--- src/rtl/uart_pkg.sv ---
// Shared UART types and baud-derived constants.
package uart_pkg;

    typedef enum logic {
        ST_IDLE = 1'b0,
        ST_WAIT = 1'b1
    } arb_state_t;

    localparam int unsigned CYCLES_PER_BIT_115200 = 217;
    localparam int unsigned CYCLES_PER_BIT_9600   = 2604;
    localparam int unsigned BITS_PER_FRAME        = 10;
    localparam int unsigned TIMEOUT_MARGIN        = 1926;

    // Watchdog limit: one full frame plus slack for transmitter start-up.
    function automatic int unsigned timeout_for(input int unsigned cycles_per_bit);
        return BITS_PER_FRAME * cycles_per_bit + TIMEOUT_MARGIN;
    endfunction

    localparam int unsigned DEFAULT_TIMEOUT_CYCLES = timeout_for(CYCLES_PER_BIT_115200);

endpackage

--- src/rtl/rr_pick.sv ---
// Combinational round-robin picker: first valid bit after 'last', wrapping.
module rr_pick #(
    parameter  int unsigned N  = 4,
    localparam int unsigned IW = (N > 1) ? $clog2(N) : 1
) (
    input  logic [N-1:0]  valid,
    input  logic [IW-1:0] last,
    output logic [N-1:0]  grant,
    output logic [IW-1:0] idx,
    output logic          any_valid
);

    int unsigned cand;

    // Scan N candidates starting just after the previous winner.
    always_comb begin
        grant     = '0;
        idx       = '0;
        any_valid = 1'b0;
        cand      = 0;
        for (int unsigned off = 1; off <= N; off++) begin
            cand = (32'(last) + off) % N;
            if (!any_valid && valid[IW'(cand)]) begin
                any_valid          = 1'b1;
                grant[IW'(cand)]   = 1'b1;
                idx                = IW'(cand);
            end
        end
    end

endmodule

--- src/rtl/uart_tx_arbiter.sv ---
// Round-robin arbiter sharing one UART transmitter between byte producers.
module uart_tx_arbiter
    import uart_pkg::*;
#(
    parameter  int unsigned NUM_REQ        = 4,
    parameter  int unsigned TIMEOUT_CYCLES = DEFAULT_TIMEOUT_CYCLES,
    localparam int unsigned REQ_W          = $clog2(NUM_REQ)
) (
    input  logic                   i_clk,
    input  logic                   i_rst_n,
    input  logic [NUM_REQ-1:0]     i_req_valid,
    input  logic [8*NUM_REQ-1:0]   i_req_data,
    output logic [NUM_REQ-1:0]     o_req_ready,
    output logic [7:0]             o_tx_byte,
    output logic                   o_tx_dv,
    input  logic                   i_tx_active,
    input  logic                   i_tx_done,
    output logic [REQ_W-1:0]       o_grant_id,
    output logic                   o_busy,
    output logic                   o_timeout
);

    localparam int unsigned WD_W = $clog2(TIMEOUT_CYCLES);

    arb_state_t       state_q, state_d;
    logic [REQ_W-1:0] last_q, last_d;
    logic [REQ_W-1:0] gid_d;
    logic [7:0]       byte_d;
    logic             dv_d, busy_d, timeout_d;
    logic [WD_W-1:0]  wd_q, wd_d;

    logic [NUM_REQ-1:0] pick_grant;
    logic [REQ_W-1:0]   pick_idx;
    logic               pick_any;
    logic               window;
    logic               accept;
    logic               expire;
    logic [7:0]         sel_byte;

    rr_pick #(
        .N (NUM_REQ)
    ) u_pick (
        .valid     (i_req_valid),
        .last      (last_q),
        .grant     (pick_grant),
        .idx       (pick_idx),
        .any_valid (pick_any)
    );

    // Arbitration window, handshake, watchdog expiry and winner byte mux.
    always_comb begin
        window   = ((state_q == ST_IDLE) && !i_tx_active) ||
                   ((state_q == ST_WAIT) && i_tx_done);
        accept   = window && pick_any;
        expire   = (state_q == ST_WAIT) && !i_tx_done &&
                   (wd_q == WD_W'(TIMEOUT_CYCLES - 1));
        sel_byte = '0;
        for (int unsigned k = 0; k < NUM_REQ; k++) begin
            if (pick_idx == REQ_W'(k)) begin
                sel_byte = i_req_data[8*k +: 8];
            end
        end
    end

    assign o_req_ready = window ? pick_grant : '0;

    // Next-state and next-output logic.
    always_comb begin
        state_d   = state_q;
        last_d    = last_q;
        gid_d     = o_grant_id;
        byte_d    = o_tx_byte;
        dv_d      = 1'b0;
        busy_d    = o_busy;
        timeout_d = 1'b0;
        wd_d      = wd_q;

        case (state_q)
            ST_IDLE: begin
                if (accept) begin
                    state_d = ST_WAIT;
                    last_d  = pick_idx;
                    gid_d   = pick_idx;
                    byte_d  = sel_byte;
                    dv_d    = 1'b1;
                    busy_d  = 1'b1;
                    wd_d    = '0;
                end
            end
            ST_WAIT: begin
                wd_d = wd_q + 1'b1;
                if (accept) begin
                    last_d = pick_idx;
                    gid_d  = pick_idx;
                    byte_d = sel_byte;
                    dv_d   = 1'b1;
                    wd_d   = '0;
                end else if (i_tx_done) begin
                    state_d = ST_IDLE;
                    busy_d  = 1'b0;
                end else if (expire) begin
                    state_d   = ST_IDLE;
                    busy_d    = 1'b0;
                    timeout_d = 1'b1;
                end
            end
            default: begin
                state_d = ST_IDLE;
                busy_d  = 1'b0;
            end
        endcase
    end

    // State and registered outputs; reset abandons any frame in flight.
    always_ff @(posedge i_clk or negedge i_rst_n) begin
        if (!i_rst_n) begin
            state_q    <= ST_IDLE;
            last_q     <= REQ_W'(NUM_REQ - 1);
            o_grant_id <= '0;
            o_tx_byte  <= '0;
            o_tx_dv    <= 1'b0;
            o_busy     <= 1'b0;
            o_timeout  <= 1'b0;
            wd_q       <= '0;
        end else begin
            state_q    <= state_d;
            last_q     <= last_d;
            o_grant_id <= gid_d;
            o_tx_byte  <= byte_d;
            o_tx_dv    <= dv_d;
            o_busy     <= busy_d;
            o_timeout  <= timeout_d;
            wd_q       <= wd_d;
        end
    end

endmodule

--- config.mk ---
export PLATFORM = sky130hd
export DESIGN_NAME = uart_tx_arbiter
export DESIGN_NICKNAME = d
export VERILOG_FILES = /design/src/rtl/uart_pkg.sv /design/src/rtl/rr_pick.sv /design/src/rtl/uart_tx_arbiter.sv
export SDC_FILE = /design/constraint.sdc
export NUM_CORES = 1
export LEC_CHECK = 0
export CAP_MARGIN = 0
export CORE_UTILIZATION = 40
export DETAILED_ROUTE_END_ITERATION = 16
export GPL_TIMING_DRIVEN = 1
export MAX_ROUTING_LAYER = met4
export PLACE_DENSITY = 0.69
export RECOVER_POWER = 50
export SLEW_MARGIN = 20
export SYNTH_ARGS = -nofsm -noshare
export SYNTH_HDL_FRONTEND = slang
export SYNTH_SLANG_ARGS = --single-unit
--- constraint.sdc ---
create_clock -name i_clk -period 4.3 [get_ports i_clk]
set_clock_uncertainty 0.1 [all_clocks]
set_input_delay 0.86 -clock i_clk [delete_from_list [all_inputs] [get_ports i_clk]]
set_output_delay 0.86 -clock i_clk [all_outputs]
set_load 0.05 [all_outputs]
Word-level counts from Yosys, hierarchy flattened:

Index checks and enable logic that the tools add are counted.

* bits in registers: 28
* input bits: 40
* output and inout port bits: 17

* $add $sub $neg: 5
* $lt $le $gt $ge: 8
* eq/ne operators: 7
* muxes and demuxes: 52
* bitwise gates (word level): 4
* reduce and logical (&&, ||, !) cells: 20

Operator list (number)
* two-way mux 8 bit: 5
* two-way mux 1 bit: 24
* two-way mux 12 bit: 2
* one-hot mux 12 bit (2 select lines): 1
* two-way mux 4 bit: 5
* adder 12 x 1 -> 12 bit, second input constant: 1
* == test 12 bit, second input constant: 1
* logical AND 1 bit: 12
* < comparator 2 x 3 -> 1 bit, second input constant: 4
* OR 4 bit: 3
* two-way mux 2 bit: 5
* binary-select mux 1 bit (select 2 bit): 4
* demux 1 bit (select 2 bit): 4
* >= comparator 2 x 1 -> 1 bit, second input constant: 4
* zero test 1 bit: 5
* adder 2 x 1 -> 2 bit, second input constant: 2
* adder 2 bit, second input constant: 2
* == test 2 bit, second input constant: 2
* inequality test 2 bit, second input constant: 2
* one-hot mux 1 bit (2 select lines): 2
* inequality test 3 x 2 -> 1 bit, second input constant: 1
* AND reduction 3 bit: 1
* == test 2 x 1 -> 1 bit, second input constant: 1
* zero test 2 bit: 1
* other kinds (2): 2

Longest topological paths before layout:

* depth in word-level cells: 19
* mapped depth: 15
* depth with buffers taken out: 11

Cells and area by module:

A second synthesis with hierarchy kept.

* cell total of the unflattened synthesis: 206
* area total of the unflattened synthesis: 2172.1 um2

By module, submodules not included
* uart_tx_arbiter: instances 1, cells an instance 120, area an instance 1542.7 um2, sequential area each 703.2 um2
* rr_pick: instances 1, cells an instance 86, area an instance 629.4 um2, sequential area each 0.0 um2

Worst setup path before layout:

OpenSTA, ideal clock, no wires.

* path kind: register to output
* start point: register last_q[1]
* end point: output o_req_ready[0]
* arrival: 3139 ps
* required time: 3340 ps
* slack: 201 ps
* stages on the path, launching flop included: 9
* path buffers: 2
* cells stage by stage: dfstp_2 > clkbuf_1 > inv_1 > ha_1 > mux4_2 > buf_2 > nor3_1 > a221oi_1 > nor2_1

* cells in the longest elaborated chain, start to end: 14

Ends and longest elaborated chain
* start: declaration: RTL line uart_tx_arbiter.sv:26 `logic [REQ_W-1:0] last_q, last_d;`
* start signal: assignment: RTL line uart_tx_arbiter.sv:118 `last_q <= REQ_W'(NUM_REQ - 1);`
* start signal: assignment: RTL line uart_tx_arbiter.sv:127 `last_q <= last_d;`
* branches (longest 12 deep; another with < comparator 2 x 3 -> 1 bit)
* two-way mux 4 bit *: RTL line rr_pick.sv:23 `if (!any_valid && valid[IW'(cand)]) begin`
* two-way mux 4 bit *: RTL line uart_tx_arbiter.sv:65 `assign o_req_ready = window ? pick_grant : '0;`
* end: declaration: RTL line uart_tx_arbiter.sv:13 `output logic [NUM_REQ-1:0] o_req_ready,`

Mark *: on every way between the ends. The select of a mux whose other input is x is not followed.

Worst setup path after layout:

* start point: register last_q[0]
* end point: output o_req_ready[1]

Same word-level chain as after synthesis.

==> flow_summary_export.csv <==
group,metric,value,unit
yosys,post_synth_mux_area_share,15.30,%
worst_setup_path,critical_path_required,3.34,ns
route,first_iter_violations,93,
yosys,synthDistinctLibCells,49,
finish,post-route-util,57.99,%
clock_tree,clock_sink_count,28,
worst_setup_path,critPathCaptureType,"output port",
route,via_count,1675,
yosys,post_synth_inst_count,197,
timing,unrepaired_setup_endpoints_after_global_routing,"false",
floorplanning,core_area,4786,sq um
timing,timing.setup.tns,0,ns
clock_tree,clock_tree_buf_depth,2,
yosys,synth_simple_gate_area_share,18.01,%
floorplanning,fp-row-count,25,
yosys,synth_fp_nets,247,
clock_tree,cts_htree_levels,1,
power_and_ir_drop,seqPwrFrac,19.7,%
finish,drive_above_1_share,14.17,%
route,routedWlPerCell,13.23,microns
clock_tree,cts.clk_slew.worst_paths,0.09,ns
timing,maxSlewHeadroom,1.735,%
timing,timing.final.crit_share,93.42,%
clock_tree,cts_made_buffers,3,
global_routing,first_global_vias,1555,
power_and_ir_drop,vdd_ir_drop_max,0.3641,mV
worst_setup_path,path_max_fanout,17,
route,wirelength,4247,microns
finish,nNetsFinal,305,
placement,place.gp.congestion,0.9139,
placement,worst_setup_timing_slack_at_the_placement_stage,0.3313,ns
finish,area_growth,36.83,%
finish,nFillCells,421,
floorplanning,floorplan.die.height,73.21,microns
yosys,synthFlopType,"dfrtp_1",
yosys,avg_cell_area_syn,10.30,sq um
power_and_ir_drop,power.internal,1130,uW
yosys,synthesized_area_fraction_occupied_by_ao_oa_aoi_and_oai_cells,17.52,%
global_routing,grt-ovfl-total,0,
timing,count_of_final_max_slew_check_failures,0,
floorplanning,initial_core_util,42.38,%
timing,finalSetupViolCount,0,
placement,place_hpwl,3168,microns
finish,num_antenna_cells,0,
run,max_cap_violations,0,
worst_setup_path,critPathKind,"reg2out",
yosys,ys_seq_area_share,34.67,%
worst_setup_path,critPathArrivalTime,3.06,ns
global_routing,grt_max_degree,29,
route,post_drt_via_cell_ratio,5.218,
power_and_ir_drop,sw_frac_of_total,48.41,%
clock_tree,ctsRootBufferMaster,"clkbuf_8",
power_and_ir_drop,p_leak,0.001173,uW
global_routing,grt_antenna_before_repair,0,
clock_tree,cts_tree,"done",
timing,hold_violation_count_in_the_final_report,0,
route,drt_first_pass_iters,4,
run_status,run_status,"finished clean",
yosys,synth-warning-count,0,
yosys,synth-seq-cells,28,
route,detail-route-antenna-nets,0,
power_and_ir_drop,powerDensity,789.2,nW/um^2
timing,worst_pin_slew,1.474,ns
yosys,syn_area,2028,sq um
worst_hold_path,timing.hold.worst.class,"reg2reg",
yosys,async_reset_ff_share,100.0,%
power_and_ir_drop,switchingPower,1060,uW
floorplanning,design.die.area,5359,sq um
timing,fin_ws,0.2830,ns
global_routing,grt_use_total,17.84,%
yosys,synth-edff-count,0,
placement,io_buffers,56,
floorplanning,ios,57,
clock_tree,post_cts.repair.setup_buffers,0,
route,route.detailed.drc,0,
yosys,yosys.area_share.xor_xnor,4.318,%
clock_tree,clock_insertion_delay_worst_skew,0.27,ns
power_and_ir_drop,comb_power_share,70.9,%
timing,max_clock_freq,248.9,MHz
timing,timing.final.crit_period,4.017,ns
floorplanning,die_w,73.21,microns
power_and_ir_drop,clock_power_share,9.4,%
global_routing,global_route_wire_length_before_repair,7224,microns
yosys,synth-adder-area-share,6.169,%
yosys,largest_family_of_logic_cells_by_synthesized_area,"simple AND/OR/NAND/NOR gates",
clock_tree,cts-hold-fix-buffers,0,
worst_setup_path,setup_crit_start_kind,"register",
[power groups by stage]
stage	logic, uW	clock network (uW)	registers, uW
6_report	1550	206	431
3_5_place_dp	1570	0	431
5_1_grt	1680	222	444
2_1_floorplan	976	0	610
3_3_place_gp	1560	0	432
4_1_cts	1570	211	429
[cells in the final DEF, fill, tap and decap left out, drive strengths merged, types with 2 or more instances in the layout]
| master | synthesis | layout |
|---|---|---|
| a211oi | 7 | 7 |
| a21o | 5 | 5 |
| a21oi | 2 | 2 |
| a221oi | 5 | 5 |
| a22oi | 4 | 4 |
| and2 | 2 | 2 |
| and3 | 2 | 2 |
| and4 | 3 | 3 |
| buf | 7 | 8 |
| clkbuf | 1 | 4 |
| clkdlybuf4s50 | 0 | 43 |
| dfrtp | 26 | 26 |
| dfstp | 2 | 2 |
| dlygate4sd3 | 0 | 9 |
| ha | 10 | 10 |
| inv | 8 | 8 |
| mux2 | 10 | 10 |
| mux2i | 10 | 10 |
| mux4 | 4 | 4 |
| nand2 | 8 | 8 |
| nand2b | 3 | 3 |
| nand3 | 2 | 2 |
| nand4 | 2 | 2 |
| nor2 | 31 | 31 |
| nor2b | 4 | 4 |
| nor3 | 11 | 11 |
| o21ai | 5 | 5 |
| xnor2 | 2 | 2 |
| xor2 | 8 | 8 |
[what timing repair did]
item | CTS | global route
endpoints found under the setup margin | 0 | 4
gates resized for setup | 0 | 2
hold endpoints to repair | 0 | 0
[final timing paths]
kind	start	end	slack (ns)	cells past startpoint
max	last_q[0]$_DFFE_PN1P_	o_req_ready[1]	0.28	7
min	o_busy$_DFFE_PN0P_	o_busy$_DFFE_PN0P_	0.40	1
max reg2reg	last_q[0]$_DFFE_PN1P_	o_tx_byte[2]$_DFFE_PN0P_	0.79	9
min reg2reg	o_busy$_DFFE_PN0P_	o_busy$_DFFE_PN0P_	0.40	1
max in group asynchronous	i_rst_n	o_tx_byte[7]$_DFFE_PN0P_	1.89	2
min in group asynchronous	i_rst_n	o_busy$_DFFE_PN0P_	1.36	2
[area by class of cell]
cell class	instances	area, sq um	share of cell area (%)
Tap cell	67	83.83	3.021
Multi-Input combinational cell	153	1249	45.00
Timing Repair Buffer	61	634.4	22.86
Inverter	8	30.03	1.082
Clock buffer	3	41.29	1.488
Sequential cell	28	706.9	25.47
Clock inverter	1	30.03	1.082
[critical path, cell delays in order, from the launching register on]
cell      delay, ns
dfstp_4        0.73
inv_1          0.16
ha_1           0.44
mux4_2         0.67
nor3_2         0.30
a221oi_1       0.12
nor2_1         0.19
buf_12         0.17
[cells by family (layout without fill, tap and decap cells)]
group	count (synthesis)	after routing
muxes	24	24
DFF	28	28
buffers and inverters	16	73
AOI/OAI and AO/OA	37	37
xor gates and xnor gates	10	10
and+or+nand+nor	72	72
adders and majority gates	10	10
[cells in the mapped netlist (5+ instances only)]
library cell   n  area share [%]
a211oi_2       7             4.3
ha_1          10             6.2
a21o_1         5             1.9
o21ai_0        5             1.2
dfrtp_1       26              32
nor3_1        10             2.5
mux2_1         7             3.9
buf_2          5             1.2
nand2_1        8             1.5
inv_1          7             1.3
nor2_1        30             5.6
mux2i_1       10             4.9
xor2_1         8             3.5
[registers in the layout (all words and copies together) (netlist names)]
name,count
o_busy,1
state_q,1
o_timeout,1
o_tx_dv,1
wd_q,12
o_grant_id,2
last_q,2
o_tx_byte,8
[metal layers]
metal,wire length (microns),GRT usage (%)
met5,0,-
met4,34,3.486
met3,200,3.867
met2,2005,28.19
met1,2008,23.65
[per-stage QoR]
| step | cells | hold WS, ns | area (sq um) | total power, uW |
|---|---|---|---|---|
| floorplan | 197 | 0.3756 | 2028 | 1585 |
| global route | 321 | 0.4273 | 2775 | 2346 |
| global placement | 317 | 0.3581 | 2699 | 1995 |
| finish | 321 | 0.4035 | 2775 | 2190 |
| detailed placement | 317 | 0.3737 | 2699 | 1999 |
| CTS | 321 | 0.4079 | 2770 | 2210 |
No activity file was read; power rests on OpenSTA's default activity.
